--- src/rtl/costas_lock_detect.sv ---
// Costas loop lock detector. Integrates |I|-|Q| over a window of valid samples
// and debounces the resulting metric into a lock flag with a hysteresis FSM.
//
// state    | meaning
// UNLOCKED | no lock, counting nothing
// ACQUIRE  | no lock yet, cnt consecutive good windows seen
// LOCKED   | locked, last window was not bad
// HOLD     | still locked, cnt consecutive bad windows seen
module costas_lock_detect #(
    parameter int                 DATA_WIDTH   = 16,
    parameter int                 WIN_LOG2     = 10,
    parameter logic signed [31:0] LOCK_THR     = 32'sd1000000,
    parameter logic signed [31:0] UNLOCK_THR   = 32'sd200000,
    parameter int                 LOCK_COUNT   = 4,
    parameter int                 UNLOCK_COUNT = 2,
    localparam int                ACC_W        = DATA_WIDTH + 1 + WIN_LOG2
) (
    input  logic                  sys_clk,
    input  logic                  sys_rst,
    input  logic                  clr,
    input  logic                  in_valid,
    input  logic [DATA_WIDTH-1:0] i_in,
    input  logic [DATA_WIDTH-1:0] q_in,
    output logic [ACC_W-1:0]      metric,
    output logic                  metric_valid,
    output logic                  lock,
    output logic [1:0]            lock_state
);

    typedef enum logic [1:0] {
        UNLOCKED = 2'b00,
        ACQUIRE  = 2'b01,
        LOCKED   = 2'b10,
        HOLD     = 2'b11
    } state_t;

    // Most negative input maps to the most positive value instead of wrapping.
    function automatic logic [DATA_WIDTH-1:0] sat_abs(input logic [DATA_WIDTH-1:0] x);
        if (!x[DATA_WIDTH-1])
            return x;
        else if (x == {1'b1, {(DATA_WIDTH-1){1'b0}}})
            return {1'b0, {(DATA_WIDTH-1){1'b1}}};
        else
            return -x;
    endfunction

    logic [DATA_WIDTH-1:0]   abs_i;
    logic [DATA_WIDTH-1:0]   abs_q;
    logic                    v1;
    logic signed [DATA_WIDTH:0] diff;
    logic signed [ACC_W-1:0] diff_ext;
    logic signed [ACC_W-1:0] acc;
    logic signed [ACC_W-1:0] acc_sum;
    logic [WIN_LOG2-1:0]     scnt;
    logic signed [31:0]      metric32;
    logic                    good;
    logic                    bad;
    state_t                  state;
    state_t                  state_nxt;
    logic [2:0]              cnt;
    logic [2:0]              cnt_nxt;
    logic [2:0]              cnt_inc;

    always_ff @(posedge sys_clk or posedge sys_rst) begin
        if (sys_rst) begin
            v1    <= 1'b0;
            abs_i <= '0;
            abs_q <= '0;
        end else begin
            v1 <= in_valid & ~clr;
            if (in_valid) begin
                abs_i <= sat_abs(i_in);
                abs_q <= sat_abs(q_in);
            end
        end
    end

    assign diff     = $signed({1'b0, abs_i}) - $signed({1'b0, abs_q});
    assign diff_ext = ACC_W'(diff);
    assign acc_sum  = acc + diff_ext;

    // clr also drops whatever sample is sitting in stage 1 this cycle.
    always_ff @(posedge sys_clk or posedge sys_rst) begin
        if (sys_rst) begin
            acc          <= '0;
            scnt         <= '0;
            metric       <= '0;
            metric_valid <= 1'b0;
        end else if (clr) begin
            acc          <= '0;
            scnt         <= '0;
            metric_valid <= 1'b0;
        end else begin
            metric_valid <= 1'b0;
            if (v1) begin
                scnt <= scnt + WIN_LOG2'(1);
                if (&scnt) begin
                    metric       <= acc_sum;
                    metric_valid <= 1'b1;
                    acc          <= '0;
                end else begin
                    acc <= acc_sum;
                end
            end
        end
    end

    assign metric32 = 32'($signed(metric));
    assign good     = (metric32 >= LOCK_THR);
    assign bad      = (metric32 < UNLOCK_THR);
    assign cnt_inc  = cnt + 3'd1;

    always_ff @(posedge sys_clk or posedge sys_rst) begin
        if (sys_rst) begin
            state <= UNLOCKED;
            cnt   <= '0;
        end else begin
            state <= state_nxt;
            cnt   <= cnt_nxt;
        end
    end

    always_comb begin
        state_nxt = state;
        cnt_nxt   = cnt;
        if (clr) begin
            state_nxt = UNLOCKED;
            cnt_nxt   = '0;
        end else if (metric_valid) begin
            case (state)
                UNLOCKED: begin
                    cnt_nxt = '0;
                    if (good) begin
                        if (LOCK_COUNT == 1) begin
                            state_nxt = LOCKED;
                        end else begin
                            state_nxt = ACQUIRE;
                            cnt_nxt   = 3'd1;
                        end
                    end
                end
                ACQUIRE: begin
                    if (!good) begin
                        state_nxt = UNLOCKED;
                        cnt_nxt   = '0;
                    end else if (cnt_inc == 3'(LOCK_COUNT)) begin
                        state_nxt = LOCKED;
                        cnt_nxt   = '0;
                    end else begin
                        cnt_nxt = cnt_inc;
                    end
                end
                LOCKED: begin
                    cnt_nxt = '0;
                    if (bad) begin
                        if (UNLOCK_COUNT == 1) begin
                            state_nxt = UNLOCKED;
                        end else begin
                            state_nxt = HOLD;
                            cnt_nxt   = 3'd1;
                        end
                    end
                end
                HOLD: begin
                    if (!bad) begin
                        state_nxt = LOCKED;
                        cnt_nxt   = '0;
                    end else if (cnt_inc == 3'(UNLOCK_COUNT)) begin
                        state_nxt = UNLOCKED;
                        cnt_nxt   = '0;
                    end else begin
                        cnt_nxt = cnt_inc;
                    end
                end
                default: begin
                    state_nxt = UNLOCKED;
                    cnt_nxt   = '0;
                end
            endcase
        end
    end

    assign lock       = state[1];
    assign lock_state = state;

endmodule

--- config.mk ---
export PLATFORM = sky130hd
export DESIGN_NAME = costas_lock_detect
export DESIGN_NICKNAME = d
export VERILOG_FILES = /design/src/rtl/costas_lock_detect.sv
export SDC_FILE = /design/constraint.sdc
export NUM_CORES = 1
export LEC_CHECK = 0
export ABC_CLOCK_PERIOD_IN_PS = 3840
export CORE_MARGIN = 4
export CORE_UTILIZATION = 43
export DETAILED_ROUTE_END_ITERATION = 12
export PLACE_DENSITY = 0.68
export SLEW_MARGIN = 20
export SYNTH_ARGS = -nofsm -noshare
export SYNTH_HDL_FRONTEND = slang
export SYNTH_SLANG_ARGS = --single-unit
--- constraint.sdc ---
create_clock -name sys_clk -period 3.84 [get_ports sys_clk]
set_clock_uncertainty 0.1 [all_clocks]
set_input_delay 0.768 -clock sys_clk [delete_from_list [all_inputs] [get_ports sys_clk]]
set_output_delay 0.768 -clock sys_clk [all_outputs]
set_load 0.01 [all_outputs]
[Word level (Yosys, flattened, before mapping)]
Cells that the tools add are included.
Word-level totals
  bits in registers: 103
  input bits: 36
  output and inout bits: 31
  word-level logic and storage cells: 66
Operators by class
  add/subtract/negate cells: 6
  order comparisons: 2
  equality and inequality tests: 11
  multiplexer cells: 30
  bitwise logic cells: 2
  reductions and logical operators: 6
Operators with widths (number)
  27-bit 2-to-1 mux: 3
  16-bit 2-to-1 mux: 4
  16-bit == test, second input constant: 2
  16-bit negator: 2
  27-bit by 17-bit adder with 27-bit output: 1
  27-bit by 21-bit >= comparator with 1-bit output, second input constant: 1
  27-bit by 19-bit less-than comparator with 1-bit output, second input constant: 1
  10-bit 2-to-1 mux: 2
  3-bit 2-to-1 mux: 6
  16-bit by 16-bit subtractor with 17-bit output: 1
  2-bit 2-to-1 mux: 8
  3-bit one-hot mux with 4 select lines: 1
  12-bit AND reduction: 1
  10-bit by 1-bit adder with 10-bit output, second input constant: 1
  10-bit AND reduction: 1
  4-bit != test, second input constant: 2
  2-bit one-hot mux with 4 select lines: 1
  3-bit != test, second input constant: 2
  1-bit 2-to-1 mux: 5
  5-bit AND reduction: 1
  2-bit == test, second input constant: 2
  2-bit nonzero test: 2
  3-bit by 1-bit adder with 3-bit output, second input constant: 1
  3-bit by 2-bit == test with 1-bit output, second input constant: 1
  other kinds (5): 5

[Longest topological paths before layout]
  depth after elaboration: 7
  mapped depth: 21
  gate-level depth less buffers: 21

[Worst setup path after synthesis]
OpenSTA, ideal clock, no wires.
  path type: register to register
  start point: reg abs_q[1]
  end point: reg metric[24]
  library setup time: 0.125 ns
  arrival: 3.919 ns
  required time: 3.615 ns
  path slack: -0.304 ns
  stages on the path, launching flop included: 22
  buffers on the path: 0
  period minus slack after synthesis: 4.144 ns
  cells stage by stage: dfrtp_1 -> inv_1 -> ha_1 -> nor2b_1 -> o21ai_0 -> nand2b_1 -> a21o_1 -> a31oi_1 -> o21ba_2 -> o21ai_1 -> o41ai_1 -> xnor2_1 -> ha_1 -> o21ai_0 -> nor2_1 -> or3_4 -> o2111ai_2 -> nand2_1 -> a21o_1 -> a221oi_2 -> xnor2_1 -> mux2_4
Between the ends
  word-level cells in the longest chain between the ends: 2
Ends and longest elaborated chain
  start: declaration: RTL line 48  | logic [DATA_WIDTH-1:0] abs_q;
  start signal: assignment: RTL line 73  | abs_q <= sat_abs(q_in);
  16-bit by 16-bit subtractor with 17-bit output: RTL line 78  | assign diff = $signed({1'b0, abs_i}) - $signed({1'b0, abs_q});
  27-bit by 17-bit adder with 27-bit output: RTL line 80  | assign acc_sum = acc + diff_ext;
  end signal: assignment: RTL line 98  | metric <= acc_sum;
  end: declaration: RTL line 24  | output logic [ACC_W-1:0] metric,
Every way passes these cells.
A chain may end at the register's enable or synchronous reset.

[Worst setup path after layout]
  start point: reg abs_i[1]
  end point: reg metric[24]
Between the ends
  word-level cells in the longest chain between the ends: 2
Ends and longest elaborated chain
  start: declaration: RTL line 47  | logic [DATA_WIDTH-1:0] abs_i;
  start signal: assignment: RTL line 72  | abs_i <= sat_abs(i_in);
  16-bit by 16-bit subtractor with 17-bit output: RTL line 78
  27-bit by 17-bit adder with 27-bit output: RTL line 80
Every way passes these cells.

==> flow_metrics.env <==
export IMPL_cp_cell_sequence="ha_1 -> nor2b_1 -> o21ai_1 -> nand2b_1 -> a21o_1 -> a31oi_2 -> o21ba_4 -> o211ai_1 -> xor2_1 -> ha_1 -> a211oi_2 -> nor2_1 -> or3_4 -> o2111ai_4 -> nand2_1 -> a21o_1 -> a221oi_2 -> xnor2_1 -> mux2_4"
export IMPL_synthTopCellsByCount="103 x dfrtp_1, 66 x a21oi_1, 65 x nor2_1"
export IMPL_multi_input_area_mm2=0.00431
export IMPL_synthesis_area_mm2=0.00679
export IMPL_final_util_pct=59.9
export IMPL_die_w_um=134
export IMPL_io_pins=67
export IMPL_clk_pin_slew_ps=80
export IMPL_synth_area_leader_cell="dfrtp_1"
export IMPL_hold_buffers=0
export IMPL_grtUsageTotal_pct=19.3
export IMPL_vias=5923
export IMPL_clkLatencyLatePin_ps=360
export IMPL_end_kind="flip-flop"
export IMPL_synth_area_leaders="dfrtp_1 38%, ha_1 9.2%, xor2_1 4.9%, a21oi_1 4.9%, mux2_2 3.8%"
export IMPL_num_fill_cells=1260
export IMPL_power_mw=5.31
export IMPL_grt_pass1_wl_um=28600
export IMPL_grt_max_degree=61
export IMPL_power_density_mw_per_mm2=580
export IMPL_wirelength_um=17100
export IMPL_ys_async_sr_fraction_pct=100
export IMPL_synth_most_common_cell="dfrtp_1"
export IMPL_synth_fa_ha_area_share_pct=9.81
export IMPL_rsz0062_at_grt="true"
export IMPL_dr_pass1_iters=5
export IMPL_startpoint_type="flip-flop"
export IMPL_synth_xor_area_share_pct=8.52
export IMPL_crit_fanout=3
export IMPL_cts_buffers=9
export IMPL_arrival_ps=4420
export IMPL_muxShareOfSynthArea_pct=4.78
export IMPL_synth_edf_count=0
export IMPL_cts_buffer_depth=2
export IMPL_violations="setup timing"
export IMPL_regArea_mm2=0.00258
export IMPL_synth_compound_area_share_pct=19.9
export IMPL_drive_above_1_share_pct=24.9
export IMPL_status="complete, but fails checks"
export IMPL_gp_congestion=0.895
export IMPL_final_nets=969
export IMPL_cts_root_buf="clkbuf_16"
export IMPL_synthSimpleGateAreaFrac_pct=15.2
export IMPL_worst_pin_slew_ps=800
export IMPL_fin_crit_ps=4260
export IMPL_synth_fp_nets=805
export IMPL_hold_viol_final=0
export IMPL_rows=45
export IMPL_wl_per_cell_um=15.6
export IMPL_post_place_ws_ps=-504
export IMPL_drc_errors=0
export IMPL_drv_cap=0
export IMPL_power_leakage_nw=4.29
export IMPL_crit_path_top_delay_cell="dfrtp_1"
export IMPL_antenna_cells=0
export IMPL_drtIter0Drc=308
export IMPL_setup_viol=27
export IMPL_initial_core_util_pct=44.3
export IMPL_synth_area_per_cell_um2=9.47
export IMPL_finalMaxSlewViolations=0
export IMPL_grt_pass1_vias=5951
export IMPL_antenna_found_initial=0
export IMPL_vias_per_cell=5.40
export IMPL_period_share_pct=111
export IMPL_relSlewSlack_pct=46.5
export IMPL_synthFlopType="dfrtp_1"
export IMPL_synthCells=717
export IMPL_cts_tree="built"
export IMPL_die_area_mm2=0.0179
export IMPL_grt_ovfl_total=0
export IMPL_seq_area_frac_synth_pct=38.0
export IMPL_htreeDepth=3
export IMPL_hold_path_class="reg -> reg"
export IMPL_fmaxAchievable_mhz=234
export IMPL_synthDistinctLibCells=70
export IMPL_synthToLayoutAreaGrowth_pct=35.1
export IMPL_slowest_delay_ps=390
export IMPL_hpwlAfterDp_um=12900
export IMPL_cts_num_sinks=103
export IMPL_hold_slack_ps=415
export IMPL_synth_seq_cells=103
export IMPL_synth_top_family_by_area="compound AO/OA/AOI/OAI gates"
export IMPL_peakVddDrop_v=0.000327
export IMPL_required_ps=3990
export IMPL_ys_warn_count=0
export IMPL_io_buffers=66
export IMPL_ant_nets=0
export IMPL_die_h_um=134
export IMPL_setup_ws_ps=-425
export IMPL_fp_coreArea_mm2=0.0153
export IMPL_synth_top_cell_area_share_pct=38.0
export IMPL_critPathKind="reg -> reg"
==> final cells by class <==
class	instances	share of cell area [%]
multi-input cells	547	47.0
flip-flops and latches	103	28.1
repair buffers	176	16.4
well taps	211	2.88
clock buffers	11	2.76
inverters	44	1.83
clock inverters	5	0.956
==> routing by layer <==
metal | vias up | global-route usage [%] | share of wire (%)
li1 | 2896 | - | -
met1 | 2884 | 25.1 | 45
met2 | 123 | 33.0 | 49
met3 | 20 | 4.00 | 4.3
met4 | 0 | 4.63 | 1.6
met5 | - | 0 | 0
==> stage by stage <==
stage	setup TNS, ps	area, um2	cells
3_5_place_dp	-7220	8410	1067
3_3_place_gp	-4350	8410	1067
6_report	-6220	9170	1097
5_1_grt	-12580	9170	1097
2_1_floorplan	-588	6840	717
4_1_cts	-4710	9090	1093
==> where the power goes <==
part | internal [mW] | switching, mW | leakage [nW]
combinational | 1.49 | 1.50 | 2.80
sequential | 1.20 | 0.0876 | 1.33
clock | 0.614 | 0.426 | 0.164
total | 3.30 | 2.01 | 4.29
==> cell families (layout without fill, tap and decap cells) <==
| kind of cell | count (synthesis) | in the layout |
|---|---|---|
| fa+ha+maj | 52 | 52 |
| flops | 103 | 103 |
| compound gates | 199 | 199 |
| buf+inv | 67 | 236 |
| mux | 29 | 29 |
| simple gates | 201 | 201 |
| xor+xnor | 66 | 66 |
==> layout by cell type (no fill, tap or decap), types with 9 or more instances in the layout <==
| cell | synthesis | final |
|---|---|---|
| buf_4 | 1 | 107 |
| dfrtp_1 | 103 | 103 |
| clkdlybuf4s50_1 | 0 | 66 |
| nor2_1 | 65 | 62 |
| a21oi_1 | 66 | 53 |
| ha_1 | 50 | 47 |
| inv_1 | 44 | 41 |
| nand2_1 | 38 | 37 |
| xor2_1 | 38 | 35 |
| a22o_1 | 25 | 25 |
| xnor2_1 | 28 | 23 |
| o21ai_0 | 28 | 23 |
| mux2_2 | 23 | 17 |
| a21o_1 | 16 | 16 |
| nand2b_1 | 14 | 13 |
| a21oi_2 | 2 | 13 |
| nand3_1 | 13 | 11 |
| or3_1 | 10 | 10 |
| nor2b_1 | 11 | 10 |
| o211ai_1 | 9 | 9 |
| clkbuf_16 | 0 | 9 |
==> final timing paths <==
check                                 startpoint                      to  slack, ps  depth (start not counted)
max in group asynchronous                sys_rst     acc[12]$_DFFE_PP0P_       2160                          3
hold reg to reg            metric[5]$_DFFE_PP0P_   metric[5]$_DFFE_PP0P_        420                          1
min in group asynchronous                sys_rst     scnt[5]$_DFFE_PP0P_        780                          2
setup / recovery            abs_i[1]$_DFFE_PP0P_  metric[24]$_DFFE_PP0P_       -420                         19
setup reg to reg            abs_i[1]$_DFFE_PP0P_  metric[24]$_DFFE_PP0P_       -420                         19
hold / removal             metric[5]$_DFFE_PP0P_   metric[5]$_DFFE_PP0P_        420                          1
==> state kept, by name, summed over array words and instances (netlist names) <==
name          flops
abs_q            16
metric_valid      1
lock_state        2
abs_i            16
acc              27
metric           27
v1                1
scnt             10
cnt               3
==> critical path: cells and delay by family (launching register included) <==
kind            cells  cell delay [ps]
compound gates      9             1700
simple gates        5              750
fa+ha+maj           2              620
flops               1              390
xor+xnor            2              340
mux                 1              260
==> timing repair <==
| action | 4_1_cts | 5_1_grt |
|---|---|---|
| pin swaps | 37 | 8 |
| resized for setup | 56 | 9 |
| endpoints found under the setup margin | 28 | 32 |
| buffers inserted | 11 | 4 |
(Power assumes the default switching activity.)
